$ cat src/rtl/vga_timing_gen_pkg.sv
// rtl/vga_timing_gen_pkg.sv - VGA raster timing types and default 640x480@60 constants
package vga_pkg;

   typedef struct packed {
      int visible;
      int front;
      int sync;
      int back;
   } axis_timing_t;

   localparam int DEF_H_VISIBLE = 640;
   localparam int DEF_H_FRONT   = 16;
   localparam int DEF_H_SYNC    = 96;
   localparam int DEF_H_BACK    = 48;
   localparam int DEF_V_VISIBLE = 480;
   localparam int DEF_V_FRONT   = 10;
   localparam int DEF_V_SYNC    = 2;
   localparam int DEF_V_BACK    = 33;

   localparam axis_timing_t DEF_H_TIMING = '{visible: DEF_H_VISIBLE, front: DEF_H_FRONT,
                                            sync: DEF_H_SYNC, back: DEF_H_BACK};
   localparam axis_timing_t DEF_V_TIMING = '{visible: DEF_V_VISIBLE, front: DEF_V_FRONT,
                                            sync: DEF_V_SYNC, back: DEF_V_BACK};

   function automatic int axisTotal(axis_timing_t t);
      return t.visible + t.front + t.sync + t.back;
   endfunction

endpackage

$ cat src/rtl/vga_timing_gen_if.sv
// rtl/vga_timing_gen_if.sv - pixel bus between the timing generator and the pixel engine
interface pix_if #(
   parameter int H_CNT_WID = 10,
   parameter int V_CNT_WID = 10
);
   logic                 NEXT_FRAME;
   logic                 H_BLANKING;
   logic [H_CNT_WID-1:0] H_CNT;
   logic [V_CNT_WID-1:0] next_V_CNT;
   logic [3:0]           r;
   logic [3:0]           g;
   logic [3:0]           b;

   modport master (output NEXT_FRAME, H_BLANKING, H_CNT, next_V_CNT, input r, g, b);
   modport slave  (input NEXT_FRAME, H_BLANKING, H_CNT, next_V_CNT, output r, g, b);
endinterface

$ cat src/rtl/vga_axis_counter.sv
// rtl/vga_axis_counter.sv - one raster axis: wrapping counter with blank and sync windows
module vga_axis_counter
   import vga_pkg::*;
#(
   parameter axis_timing_t TIMING = DEF_H_TIMING,
   parameter int           WID    = 10
) (
   input  logic           clk,
   input  logic           rst,
   input  logic           en,
   output logic [WID-1:0] count,
   output logic           wrap,
   output logic           blank,
   output logic           syncAct
);
   localparam int TOTAL = axisTotal(TIMING);

   localparam logic [WID-1:0] LAST       = WID'(TOTAL - 1);
   localparam logic [WID-1:0] VIS        = WID'(TIMING.visible);
   localparam logic [WID-1:0] SYNC_START = WID'(TIMING.visible + TIMING.front);
   localparam logic [WID-1:0] SYNC_END   = WID'(TIMING.visible + TIMING.front + TIMING.sync);

   if (TIMING.visible < 1 || TIMING.front < 1 || TIMING.sync < 1 || TIMING.back < 1) begin : gBadTiming
      $error("vga_axis_counter: visible, porch and sync widths must all be >= 1");
   end
   if (WID > 30 || TOTAL > (1 << WID)) begin : gBadWidth
      $error("vga_axis_counter: counter width too small for the axis total");
   end

   always_ff @(posedge clk) begin
      if (rst) begin
         count <= '0;
      end else if (en) begin
         count <= wrap ? '0 : count + WID'(1);
      end
   end

   // Terminal count is independent of en so the V axis can be decoded mid-line.
   assign wrap    = (count == LAST);
   assign blank   = (count >= VIS);
   assign syncAct = (count >= SYNC_START) && (count < SYNC_END);

endmodule

$ cat src/rtl/vga_timing_gen.sv
// rtl/vga_timing_gen.sv - VGA raster timing, pixel-bus requests and registered DAC outputs
module vga_timing_gen
   import vga_pkg::*;
#(
   parameter int   H_VISIBLE   = DEF_H_VISIBLE,
   parameter int   H_FRONT     = DEF_H_FRONT,
   parameter int   H_SYNC      = DEF_H_SYNC,
   parameter int   H_BACK      = DEF_H_BACK,
   parameter int   V_VISIBLE   = DEF_V_VISIBLE,
   parameter int   V_FRONT     = DEF_V_FRONT,
   parameter int   V_SYNC      = DEF_V_SYNC,
   parameter int   V_BACK      = DEF_V_BACK,
   parameter int   H_CNT_WID   = 10,
   parameter int   V_CNT_WID   = 10,
   parameter logic SYNC_ACTIVE = 1'b0
) (
   input  logic       clk,
   input  logic       rst,
   pix_if.master      pixIf,
   output logic       vga_hsync,
   output logic       vga_vsync,
   output logic [3:0] vga_r,
   output logic [3:0] vga_g,
   output logic [3:0] vga_b
);
   localparam axis_timing_t H_TIMING = '{visible: H_VISIBLE, front: H_FRONT, sync: H_SYNC, back: H_BACK};
   localparam axis_timing_t V_TIMING = '{visible: V_VISIBLE, front: V_FRONT, sync: V_SYNC, back: V_BACK};
   localparam logic [V_CNT_WID-1:0] V_LAST_VIS = V_CNT_WID'(V_VISIBLE - 1);

   logic [H_CNT_WID-1:0] hCnt;
   logic [V_CNT_WID-1:0] vCnt;
   logic hWrap, hBlank, hsAct;
   logic vWrap, vBlank, vsAct;
   logic visible;

   vga_axis_counter #(.TIMING(H_TIMING), .WID(H_CNT_WID)) hCounter (
      .clk(clk), .rst(rst), .en(1'b1),
      .count(hCnt), .wrap(hWrap), .blank(hBlank), .syncAct(hsAct)
   );

   vga_axis_counter #(.TIMING(V_TIMING), .WID(V_CNT_WID)) vCounter (
      .clk(clk), .rst(rst), .en(hWrap),
      .count(vCnt), .wrap(vWrap), .blank(vBlank), .syncAct(vsAct)
   );

   // During h-blank the engine is already asked for the next line, so it can prefetch.
   assign pixIf.H_CNT      = hCnt;
   assign pixIf.H_BLANKING = hBlank;
   assign pixIf.next_V_CNT = !hBlank ? vCnt : (vWrap ? '0 : vCnt + V_CNT_WID'(1));
   assign pixIf.NEXT_FRAME = !rst && hWrap && (vCnt == V_LAST_VIS);

   assign visible = !hBlank && !vBlank;

   always_ff @(posedge clk) begin
      if (rst) begin
         vga_r     <= '0;
         vga_g     <= '0;
         vga_b     <= '0;
         vga_hsync <= !SYNC_ACTIVE;
         vga_vsync <= !SYNC_ACTIVE;
      end else begin
         vga_r     <= visible ? pixIf.r : '0;
         vga_g     <= visible ? pixIf.g : '0;
         vga_b     <= visible ? pixIf.b : '0;
         vga_hsync <= hsAct ? SYNC_ACTIVE : !SYNC_ACTIVE;
         vga_vsync <= vsAct ? SYNC_ACTIVE : !SYNC_ACTIVE;
      end
   end

endmodule

$ cat src/flat_wrapper.sv
// flat-port wrapper written by rule: the top's interface ports become plain ports
module vga_timing_gen_flat import vga_pkg::*;
#(
   parameter int   H_VISIBLE   = DEF_H_VISIBLE,
   parameter int   H_FRONT     = DEF_H_FRONT,
   parameter int   H_SYNC      = DEF_H_SYNC,
   parameter int   H_BACK      = DEF_H_BACK,
   parameter int   V_VISIBLE   = DEF_V_VISIBLE,
   parameter int   V_FRONT     = DEF_V_FRONT,
   parameter int   V_SYNC      = DEF_V_SYNC,
   parameter int   V_BACK      = DEF_V_BACK,
   parameter int   H_CNT_WID   = 10,
   parameter int   V_CNT_WID   = 10,
   parameter logic SYNC_ACTIVE = 1'b0
)
  (clk, rst, vga_hsync, vga_vsync, vga_r, vga_g, vga_b, pixIf_NEXT_FRAME, pixIf_H_BLANKING, pixIf_H_CNT, pixIf_next_V_CNT, pixIf_r, pixIf_g, pixIf_b);
  pix_if #(.H_CNT_WID(H_CNT_WID), .V_CNT_WID(V_CNT_WID)) pixIf_i ();
  input  logic clk;
  input  logic rst;
  output logic vga_hsync;
  output logic vga_vsync;
  output logic [3:0] vga_r;
  output logic [3:0] vga_g;
  output logic [3:0] vga_b;
  output wire logic [$bits(pixIf_i.NEXT_FRAME)-1:0] pixIf_NEXT_FRAME;
  output wire logic [$bits(pixIf_i.H_BLANKING)-1:0] pixIf_H_BLANKING;
  output wire logic [$bits(pixIf_i.H_CNT)-1:0] pixIf_H_CNT;
  output wire logic [$bits(pixIf_i.next_V_CNT)-1:0] pixIf_next_V_CNT;
  input wire logic [$bits(pixIf_i.r)-1:0] pixIf_r;
  input wire logic [$bits(pixIf_i.g)-1:0] pixIf_g;
  input wire logic [$bits(pixIf_i.b)-1:0] pixIf_b;
  assign pixIf_NEXT_FRAME = pixIf_i.NEXT_FRAME;
  assign pixIf_H_BLANKING = pixIf_i.H_BLANKING;
  assign pixIf_H_CNT = pixIf_i.H_CNT;
  assign pixIf_next_V_CNT = pixIf_i.next_V_CNT;
  assign pixIf_i.r = pixIf_r;
  assign pixIf_i.g = pixIf_g;
  assign pixIf_i.b = pixIf_b;
  vga_timing_gen #(.H_VISIBLE(H_VISIBLE), .H_FRONT(H_FRONT), .H_SYNC(H_SYNC), .H_BACK(H_BACK), .V_VISIBLE(V_VISIBLE), .V_FRONT(V_FRONT), .V_SYNC(V_SYNC), .V_BACK(V_BACK), .H_CNT_WID(H_CNT_WID), .V_CNT_WID(V_CNT_WID), .SYNC_ACTIVE(SYNC_ACTIVE)) u_core (.clk(clk), .rst(rst), .pixIf(pixIf_i), .vga_hsync(vga_hsync), .vga_vsync(vga_vsync), .vga_r(vga_r), .vga_g(vga_g), .vga_b(vga_b));
endmodule
$ cat config.mk
export PLATFORM = sky130hd
export DESIGN_NAME = vga_timing_gen_flat
export DESIGN_NICKNAME = d
export VERILOG_FILES = /design/src/rtl/vga_timing_gen_pkg.sv /design/src/rtl/vga_timing_gen_if.sv /design/src/rtl/vga_axis_counter.sv /design/src/rtl/vga_timing_gen.sv /design/src/flat_wrapper.sv
export SDC_FILE = /design/constraint.sdc
export NUM_CORES = 1
export LEC_CHECK = 0
export ABC_AREA = 1
export CORE_MARGIN = 2
export CORE_UTILIZATION = 48
export CTS_BUF_LIST = sky130_fd_sc_hd__clkbuf_2 sky130_fd_sc_hd__clkbuf_4 sky130_fd_sc_hd__clkbuf_8
export CTS_CLUSTER_SIZE = 24
export DETAILED_ROUTE_END_ITERATION = 8
export PLACE_DENSITY = 0.86
export SYNTH_ARGS = -nofsm -noshare
export SYNTH_HDL_FRONTEND = slang
export SYNTH_SLANG_ARGS = --single-unit
$ cat constraint.sdc
create_clock -name clk -period 2.2 [get_ports clk]
set_clock_uncertainty 0.15 [all_clocks]
set_input_delay 0.44 -clock clk [delete_from_list [all_inputs] [get_ports clk]]
set_output_delay 0.44 -clock clk [all_outputs]
set_load 0.005 [all_outputs]
== Yosys cells after proc, flatten, opt, wreduce, memory -nomap -nowiden ==
Index checks and enable logic that the tools add are counted.
W data, S select, Z words.
Word-level totals
  memories kept: 0
  output and inout port bits: 36
  input bits: 14
  memory bits (read-only): 0
  bits in registers: 34
  bits in writable memories: 0
  logic and storage cells: 33
  bits in latches: 0
Operators by class
  multiply operators: 0
  eq/ne operators: 3
  muxes and demuxes: 4
  add/subtract/negate cells: 2
  reduce and logical (&&, ||, !) cells: 10
  shift operators: 0
  divide/modulo/power cells: 0
  order comparisons: 6
  bitwise gates (word level): 1
Operators with widths (number)
  $add A10 B1 Y10 const B: 2
  $eq A10 B10 Y1 const B: 2
  $ge A10 B10 Y1 const B: 2
  $ge A10 B9 Y1 const B: 2
  $mux W10: 2
  $eq A10 B9 Y1 const B: 1
  $lt A10 B10 Y1 const B: 1
  $lt A10 B9 Y1 const B: 1
  $logic_and A1 B1 Y1: 5
  $reduce_or A2 Y1: 2
  $logic_not A1 Y1: 3
  $mux W1: 2
  $not A1 Y1: 1

== Longest topological paths before layout ==
Gate-level depths: netlist of run 1.
  depth in word-level cells: 5
  gate-level depth with buffers: 9
  mapped depth without buffers: 9

== By module ==
A second synthesis of run 1 with hierarchy kept.
Second synthesis, totals
  cells, all modules: 263
  area total of the unflattened synthesis: 1798.0 µm²
By module, submodules not included
  vga_timing_gen: times used 1, seq. area each 280.3 µm², cells each 102, area an instance 684.4 µm²
  vga_axis_counter at u_core.hCounter: times used 1, seq. area each 200.2 µm², cells each 85, area an instance 566.8 µm²
  vga_axis_counter at u_core.vCounter: times used 1, seq. area each 200.2 µm², cells each 76, area an instance 546.8 µm²

== Worst setup path before layout of run 1 ==
No wires, ideal clock.
  kind: register to output
  from: reg u_core.hCounter.count[0]
  to: out pixIf_NEXT_FRAME
  path slack: 0.364 ns
  stages on the path, launching flop included: 7
  required time: 1.610 ns
  buffers on the path: 1
  data arrival time: 1.246 ns
  path through: dfxtp_1 > ha_1 > nand3_2 > nor2_1 > nand3_1 > buf_6 > nor3_2
Between the ends
  cells in the longest elaborated chain, start to end: 3
Ends and longest elaborated chain
  start: declaration: line vga_axis_counter.sv:11  | output logic [WID-1:0] count,
  start signal: assignment: line vga_axis_counter.sv:34  | count <= wrap ? '0 : count + WID'(1);
  $eq A10 B10 Y1: line vga_axis_counter.sv:39  | assign wrap = (count == LAST);
  $logic_and A1 B1 Y1 (2 in series): line vga_timing_gen.sv:50  | assign pixIf.NEXT_FRAME = !rst && hWrap && (vCnt == V_LAST_VIS);
  end: declaration: line flat_wrapper.sv:25  | output wire logic [$bits(pixIf_i.NEXT_FRAME)-1:0] pixIf_NEXT_FRAME;
Every way passes these cells.

== Worst setup path in the final report of run 1 ==
  from: reg u_core.vCounter.count[0]
  to: out pixIf_next_V_CNT[7]
Between the ends
  cells in the longest elaborated chain, start to end: 3
  elaborated cells on any way between the ends: 4
  classes of those cells: add/sub: 1; eq/ne: 1; mux: 2
Ends and longest elaborated chain
  start: declaration: line vga_axis_counter.sv:11
  start signal: assignment: line vga_axis_counter.sv:34
  $add A10 B1 Y10 or $eq A10 B10 Y1 (tied branches): line vga_timing_gen.sv:49, vga_axis_counter.sv:39
  $mux W10 * (2 in series): line vga_timing_gen.sv:49  | assign pixIf.next_V_CNT = !hBlank ? vCnt : (vWrap ? '0 : vCnt + V_CNT_WID'(1));
  end: declaration: line flat_wrapper.sv:28  | output wire logic [$bits(pixIf_i.next_V_CNT)-1:0] pixIf_next_V_CNT;
Mark *: on every way between the ends. The rest lies on a longest branch, timed or not.

==> results of run 1 <==
per-stage QoR:
step | instances | TNS, ns
after floorplan | 235 | 0
after global placement | 354 | -0.138
after detailed placement | 354 | -0.525
after CTS | 378 | -0.312
after global routing | 381 | -2.14
final | 381 | -1.38
worst min-delay path: cells and delay by family (launching register included):
| kind | cells | cell delay (ns) |
|---|---|---|
| AO/OA/AOI/OAI | 1 | 0.06 |
| flip-flops | 1 | 0.37 |
| AND/OR/NAND/NOR | 1 | 0.08 |
how the worst max path moves through the flow:
stage / slack, ns / depth (start not counted) / from / end
3_3_place_gp: -0.09 / 5 / rst / pixIf_NEXT_FRAME
5_1_grt: -0.28 / 7 / u_core.vCounter.count[8]$_SDFFE_PP0N_ / pixIf_next_V_CNT[9]
2_1_floorplan: 0.36 / 6 / u_core.hCounter.count[0]$_SDFF_PP0_ / pixIf_NEXT_FRAME
4_1_cts: -0.10 / 10 / u_core.vCounter.count[0]$_SDFFE_PP0N_ / pixIf_next_V_CNT[1]
6_report: -0.22 / 9 / u_core.vCounter.count[0]$_SDFFE_PP0N_ / pixIf_next_V_CNT[7]
3_5_place_dp: -0.13 / 5 / rst / pixIf_NEXT_FRAME
sequential cells by signal (all words and copies together) (netlist names):
name,cells
u_core.vCounter.count,10
u_core.vga_hsync,1
u_core.vga_b,4
u_core.hCounter.count,10
u_core.vga_g,4
u_core.vga_vsync,1
u_core.vga_r,4
where the power goes:
group,switching (uW),internal (uW),total (uW)
registers,6.90,628,635
clock network,260,238,498
logic,44.7,61.8,106
synthesized netlist by cell type:
cell and instances:
a21oi_1 7, buf_1 1, buf_2 4, buf_4 1, buf_6 1, dfxtp_1 34
ha_1 4, inv_1 35, nand2_1 48, nand2_2 3, nand3_1 23, nand3_2 2
nand3b_1 1, nand4_1 3, nor2_1 30, nor2_2 1, nor2_4 2, nor3_1 3
nor3_2 2, o21ai_0 8, o21ai_1 6, o21ai_2 6, o311ai_0 1, or2_0 2
or2_2 3, xnor2_1 1, xor2_1 3
routing by layer:
| metal | vias up | global-route usage, % |
|---|---|---|
| met4 | 0 | 21.1 |
| met5 | - | 0 |
| met2 | 181 | 54.1 |
| met1 | 1023 | 30.7 |
| li1 | 942 | - |
| met3 | 72 | 7.68 |
cell families (layout without fill, tap and decap cells):
family,count (synthesis),count (layout)
AND/OR/NAND/NOR,123,123
buffers and inverters,42,142
flip-flops,34,34
AO/OA/AOI/OAI,28,28
adder cells (fa/ha/maj),4,4
XOR/XNOR,4,4
timing repair:
action,CTS,global route
gates resized for setup,82,22
buffers inserted,16,3
setup endpoints to repair,12,12
pin swaps,9,13
endpoints found under the hold margin,0,0
area by class of cell:
class,instances,area [sq um]
multi-input combinational,159,948
clock inverter,3,45.0
tap,46,57.6
sequential,34,697
timing repair buffer,99,855
inverter,35,134
clock buffer,5,37.5
fill,172,563
==> impl_metrics.yaml, run 1 <==
critical_path:
  rr_endpoint: "u_core.vga_b[3]$_SDFF_PP0_"
  critical_path_arrival_ns: 1.83
  slowest_stage: "dfxtp_4"
  critPathBufInv: 3
  r2r_cells: 7
  reg2reg_slack_ns: 0.34
  path_max_fanout: 3
  path_class: "flop to output pin"
  worstPathRequired_ns: 1.61
  cpPeakStageDelay_ns: 0.40
  cp_cell_sequence: "buf_6 > nand3_4 > nor2_4 > buf_6 > nand2_1 > nand2_1 > nand2_2 > o21ai_1 > buf_2"
  worstSetupEndpointType: "output pin"
  worstSetupStartpointType: "flop"
  path_delay_family: "simple AND/OR/NAND/NOR gates"
  rr_startpoint: "u_core.hCounter.count[7]$_SDFF_PP0_"
timing:
  hold_slack_ns: 0.394
  period_share_pct: 110
  setup_viol: 12
  min_period_ns: 2.42
  slew_headroom_pct: 65.9
  drv_slew: 0
  layout_setup_ws_ns: -0.218
  worstMarginPinSlew_ns: 0.511
  hold_violations: 0
  rsz0062_at_grt: "true"
  clock.fmax_mhz: 414
synthesis:
  synth_mux_area_share_pct: 0
  syn-cell-area_sq_um: 1670
  synthAdderAreaFrac_pct: 2.99
  synth_top_family_by_area: "simple AND/OR/NAND/NOR gates"
  synth-simple-area-share_pct: 33.9
  syn-num-nets: 253
  synth_compound_area_share_pct: 9.94
  syn_avg_cell_area_sq_um: 7.12
  synthCells: 235
  synth_top_area_share_pct: 40.7
  synth_xor_area_share_pct: 2.09
  yosysSeqAreaShare_pct: 40.7
  ys_warn_count: 0
  synth.distinct_cells: 27
  synth-seq-cells: 34
  synthTopCellsByArea: "dfxtp_1, nand2_1, inv_1, nand3_1, nor2_1"
  yosysTopAreaCell: "dfxtp_1"
routing:
  wl_per_cell_um: 18.8
  routed_via_density: 5.82
  drt_wl_total_um: 7150
  drc: 0
  met2WireLength_um: 3560
  first_iter_violations: 269
  ant_nets: 0
  top_layer_used: "met4"
  first_pass_iters: 5
  via_count: 2218
  wl_met1_um: 2510
  met3RoutedLength_um: 553
clock_tree:
  clockRootBuffer: "clkbuf_4"
  htreeDepth: 2
  clock_latency_ns: 0.38
  clk_path_buf_depth: 2
  path_clk_slew_ns: 0.11
  hold_buffers: 0
  cts_made_buffers: 5
  cts_tree: "yes"
  numClockSinks: 34
floorplanning:
  ios: 50
  placementRows: 21
  start_util_pct: 50.2
  die_height_um: 63.1
  dieArea_sq_um: 3980
  core_area_sq_um: 3340
  fp.dieW_um: 63.1
global_route:
  grt_max_degree: 13
  grt_usage_pct: 30.3
  grt_pass1_vias: 2077
  grt_pass1_wl_um: 9430
  antenna_found_initial: 0
  overflow: 0
final_layout:
  layout-drive-gt1-share_pct: 35.5
  fin_util_pct: 83.1
  final_cell_mix: "nand2_1, buf_4, clkdlybuf4s50_1, inv_1, dfxtp_1"
  diodes: 0
  layout.nets: 352
  layout_commonest_cell: "nand2_1"
  area_delta_synth_final_pct: 65.7
  fin_area_sq_um: 2770
power:
  power_density_nw_per_um2: 447
  irDropWorstVdd_mv: 0.336
  finalPower_uw: 1240
  p_leak_uw: 0.00121
hold_path:
  hp-start: "u_core.hCounter.count[3]$_SDFF_PP0_"
  hold_end: "u_core.hCounter.count[3]$_SDFF_PP0_"
  min_path_type: "flop to flop"
  hold_depth: 2
flow_run:
  drv_cap: 0
place:
  post_dp_cell_area_sq_um: 2410
  place_congestion: 0.858
  hpwl_um: 3160
  portBuffers: 49
  place_ws_ns: -0.128
status:
  violations: "negative setup slack"
  status: "finished, violations left"
Power figures use the tool's default switching activity.
==> run 2, diff against run 1 <==
- CORE_UTILIZATION: 48 -> 46
- CTS_BUF_LIST: sky130_fd_sc_hd__clkbuf_2 sky130_fd_sc_hd__clkbuf_4 sky130_fd_sc_hd__clkbuf_8 -> sky130_fd_sc_hd__clkbuf_4 sky130_fd_sc_hd__clkbuf_8 sky130_fd_sc_hd__clkbuf_16
- PLACE_DENSITY: 0.86 -> 0.83
==> impl_metrics.yaml, run 2 (same netlist as run 1, synthesis figures left out) <==
clock_tree:
  numClockSinks: 34
  clock_latency_ns: 0.35
  path_clk_slew_ns: 0.11
  htreeDepth: 2
  cts_made_buffers: 5
  clk_path_buf_depth: 2
  cts_tree: "yes"
  clockRootBuffer: "clkbuf_4"
  hold_buffers: 0
critical_path:
  r2r_cells: 10
  rr_startpoint: "u_core.vCounter.count[4]$_SDFFE_PP0N_"
  worstSetupEndpointType: "output pin"
  path_class: "flop to output pin"
  path_max_fanout: 4
  critical_path_arrival_ns: 1.83
  worstSetupStartpointType: "flop"
  crit_start: "u_core.vCounter.count[4]$_SDFFE_PP0N_"
  worstPathRequired_ns: 1.61
routing:
  drt_wl_total_um: 5270
  drc: 0
  wl_per_cell_um: 14.1
  first_pass_iters: 4
  routed_via_density: 5.09
  via_count: 1908
  ant_nets: 0
  first_iter_violations: 158
floorplanning:
  dieArea_sq_um: 4140
  die_height_um: 64.3
  placementRows: 21
  fp.dieW_um: 64.3
  start_util_pct: 49.0
  core_area_sq_um: 3420
  ios: 50
power:
  p_clk_share_pct: 45.3
  power_density_nw_per_um2: 484
  power.internal_uw: 1070
  power_switching_share_pct: 20.0
  p_seq_share_pct: 47.3
  p_leak_uw: 0.00122
  p_sw_uw: 268
  irDropWorstVdd_mv: 0.367
  comb_power_share_pct: 7.4
global_route:
  grt_pass1_wl_um: 7600
  overflow: 0
  grt_max_degree: 13
  grt_pass1_vias: 1733
  grt_usage_pct: 23.6
  antenna_found_initial: 0
timing:
  slew_headroom_pct: 69.6
  hold_violations: 0
  clock.fmax_mhz: 414
  drv_slew: 0
  setup_viol: 10
  rsz0062_at_grt: "true"
  period_share_pct: 110
  min_period_ns: 2.42
  fin_setup_tns_ns: -1.18
  worstMarginPinSlew_ns: 0.455
  hold_slack_ns: 0.406
  layout_setup_ws_ns: -0.218
place:
  portBuffers: 49
  place_ws_ns: -0.119
  hpwl_um: 2950
  post_dp_cell_area_sq_um: 2400
  place_congestion: 0.877
hold_path:
  min_path_type: "flop to flop"
  hp-start: "u_core.hCounter.count[3]$_SDFF_PP0_"
  hold_depth: 2
status:
  violations: "negative setup slack"
  status: "finished, violations left"
final_layout:
  layout_commonest_cell: "nand2_1"
  fill_cells: 203
  area_delta_synth_final_pct: 65.7
  seqCellArea_sq_um: 702
  multiInputGateArea_sq_um: 958
  layout-drive-gt1-share_pct: 35.0
  reg_top3: "u_core.hCounter.count (10), u_core.vCounter.count (10)"
  final_cell_mix: "nand2_1, clkdlybuf4s50_1, buf_4, inv_1"
  fin_area_sq_um: 2770
  layout.nets: 346
  diodes: 0
flow_run:
  drv_cap: 0
[run 2: repair_timing]
action	CTS	global route
buffers inserted	11	4
resized for setup	51	49
endpoints found under the setup margin	12	12
gates cloned	0	0
pin swaps	6	13
[run 2: cell type report]
cell class	instances	area share (%)
clock inverters	2	2.17
flip-flops and latches	34	25.3
inverters	35	4.83
repair buffers	93	29.2
clock buffers	6	1.85
well taps	46	2.07
multi-input cells	159	34.6
[run 2: metal layers]
metal | global-route usage, % | part of all wire (%) | vias to the layer above
met2 | 44.0 | 53 | 80
met1 | 26.0 | 39 | 884
li1 | - | - | 923
met5 | 0 | 0 | -
met4 | 9.57 | 3.3 | 0
met3 | 4.40 | 5.5 | 21
[run 2: power groups by stage]
stage / logic (uW) / registers (uW) / clock network [uW]
final: 99.2 / 635 / 608
after global routing: 109 / 637 / 638
after CTS: 98.3 / 638 / 606
after detailed placement: 97.2 / 652 / 0
after global placement: 95.9 / 651 / 0
after floorplan: 26.6 / 655 / 0
[run 2: critical path, stage by stage, from the launching register on]
cell and delay (ns):
dfxtp_1 0.36, inv_1 0.13, nand2_1 0.10, nor2_1 0.20, nand3_2 0.17, buf_6 0.15, buf_6 0.12, nand3_4 0.06
o21ai_2 0.06, buf_2 0.12
[run 2: final timing paths]
| kind | to | slack (ns) |
|---|---|---|
| worst min-delay path | u_core.hCounter.count[3]$_SDFF_PP0_ | 0.41 |
| worst max register to register | u_core.vCounter.count[9]$_SDFFE_PP0N_ | 0.48 |
| worst min register to register | u_core.hCounter.count[3]$_SDFF_PP0_ | 0.41 |
| worst max-delay path | pixIf_next_V_CNT[3] | -0.22 |
[run 2: stage by stage]
stage	power, uW	std cells	util (%)
3_3_place_gp	747	352	70.2
2_1_floorplan	682	235	-
6_report	1340	375	81.2
4_1_cts	1340	371	77.3
3_5_place_dp	749	352	70.2
5_1_grt	1380	375	81.2
==> run 3, diff against run 2 <==
- MAX_ROUTING_LAYER: default -> met4
==> impl_metrics.yaml, run 3 (same netlist as run 1, synthesis figures left out) <==
status:
  status: "finished, violations left"
  violations: "negative setup slack"
routing:
  routed_via_density: 5.09
  wl_per_cell_um: 13.9
  via_count: 1910
  drt_wl_total_um: 5200
  ant_nets: 0
  drc: 0
  first_pass_iters: 5
  first_iter_violations: 183
floorplanning:
  core_area_sq_um: 3420
  ios: 50
  placementRows: 21
  start_util_pct: 49.0
  dieArea_sq_um: 4140
  fp.dieW_um: 64.3
  die_height_um: 64.3
timing:
  drv_slew: 0
  layout_setup_ws_ns: -0.147
  slew_headroom_pct: 69.8
  period_share_pct: 107
  clock.fmax_mhz: 426
  setup_viol: 10
  min_period_ns: 2.35
  worstMarginPinSlew_ns: 0.451
  rsz0062_at_grt: "true"
  fin_setup_tns_ns: -0.748
  hold_violations: 0
clock_tree:
  htreeDepth: 2
  cts_tree: "yes"
  numClockSinks: 34
  clock_latency_ns: 0.35
  clockRootBuffer: "clkbuf_4"
  cts_made_buffers: 5
  clk_path_buf_depth: 2
  path_clk_slew_ns: 0.11
critical_path:
  path_class: "flop to output pin"
  critPathBufInv: 4
  r2r_cells: 6
  cpPeakStageDelay_ns: 0.36
  worstSetupEndpointType: "output pin"
  worstSetupStartpointType: "flop"
  cp_cell_sequence: "inv_1 > nand2_1 > nor2_1 > nand3_2 > buf_6 > buf_6 > nand3_4 > o21ai_2 > buf_2"
  cp_num_cells: 9
  path_delay_family: "buffers and inverters"
  slowest_stage: "dfxtp_1"
  cpMostUsedCell: "buf_6"
  reg2reg_slack_ns: 0.51
  rr_endpoint: "u_core.vga_g[1]$_SDFF_PP0_"
  rr_startpoint: "u_core.vCounter.count[6]$_SDFFE_PP0N_"
  path_max_fanout: 4
  worstPathRequired_ns: 1.61
  critical_path_arrival_ns: 1.76
global_route:
  grt_usage_pct: 24.3
  overflow: 0
  grt_pass1_vias: 1738
  grt_pass1_wl_um: 7620
  antenna_found_initial: 0
  grt_max_degree: 13
final_layout:
  fill_cells: 203
  layout_commonest_cell: "nand2_1"
  fin_util_pct: 81.2
  fin_area_sq_um: 2770
  area_delta_synth_final_pct: 65.7
  layout.nets: 346
  diodes: 0
  layout-drive-gt1-share_pct: 35.0
  reg_top3: "u_core.hCounter.count (10), u_core.vCounter.count (10)"
  final_cell_mix: "nand2_1, clkdlybuf4s50_1, buf_4, inv_1"
place:
  portBuffers: 49
  place_congestion: 0.891
  hpwl_um: 2950
  post_dp_cell_area_sq_um: 2400
  place_ws_ns: -0.119
power:
  p_leak_uw: 0.00122
  irDropWorstVdd_mv: 0.367
  power_density_nw_per_um2: 484
  finalPower_uw: 1340
hold_path:
  hp-start: "u_core.vCounter.count[7]$_SDFFE_PP0N_"
  hold_end: "u_core.vCounter.count[7]$_SDFFE_PP0N_"
  hold_depth: 2
  min_path_type: "flop to flop"
flow_run:
  drv_cap: 0
-- run 3: cell counts in the layout (fill, tap and decap cells not counted) --
No cell type changed its count.
-- run 3: cell type report --
| type | count | area [sq um] | area share (%) |
|---|---|---|---|
| sequential | 34 | 702 | 25.3 |
| timing repair buffer | 93 | 811 | 29.2 |
| tap | 46 | 57.6 | 2.07 |
| inverter | 35 | 134 | 4.83 |
| clock buffer | 6 | 51.3 | 1.85 |
| clock inverter | 2 | 60.1 | 2.17 |
| multi-input combinational | 159 | 958 | 34.6 |
-- run 3: routing by layer --
| metal | track usage, % | part of all wire [%] | wire [um] |
|---|---|---|---|
| met5 | - | 0 | 0 |
| met4 | 9.57 | 2.7 | 140 |
| met2 | 43.9 | 54 | 2800 |
| met3 | 4.75 | 4.6 | 238 |
| met1 | 26.1 | 39 | 2020 |
-- run 3: worst reg2reg max path, stage by stage (launching register included) --
cell and delay [ns]:
dfxtp_1 0.50, nand2_1 0.11, nor2_1 0.20, buf_4 0.15, nor2_1 0.04, nand3_1 0.32
nor2_1 0.09
-- run 3: repair_timing --
action,CTS,global route
endpoints found under the setup margin,12,12
buffers inserted,11,4
cloned,0,0
resized for setup,51,49
pin swaps,6,13
hold buffers,0,0
-- run 3: worst max path at each step --
stage	startpoint	to
after floorplan	u_core.hCounter.count[0]$_SDFF_PP0_	pixIf_NEXT_FRAME
after global placement	rst	pixIf_NEXT_FRAME
after detailed placement	rst	pixIf_NEXT_FRAME
after CTS	u_core.vCounter.count[0]$_SDFFE_PP0N_	pixIf_next_V_CNT[3]
after global routing	u_core.vCounter.count[4]$_SDFFE_PP0N_	pixIf_next_V_CNT[3]
final	u_core.vCounter.count[4]$_SDFFE_PP0N_	pixIf_next_V_CNT[3]
-- run 3: stage by stage --
stage	hold WS [ns]	cells
floorplan	0.329	235
global placement	0.356	352
detailed placement	0.373	352
CTS	0.389	371
global route	0.436	375
finish	0.404	375
-- run 3: where the power goes --
part,switching (uW),leakage [uW],internal [uW]
Sequential,7.83,0.000283,627
Combinational,37.1,0.000882,62.0
Clock,223,0.0000585,385
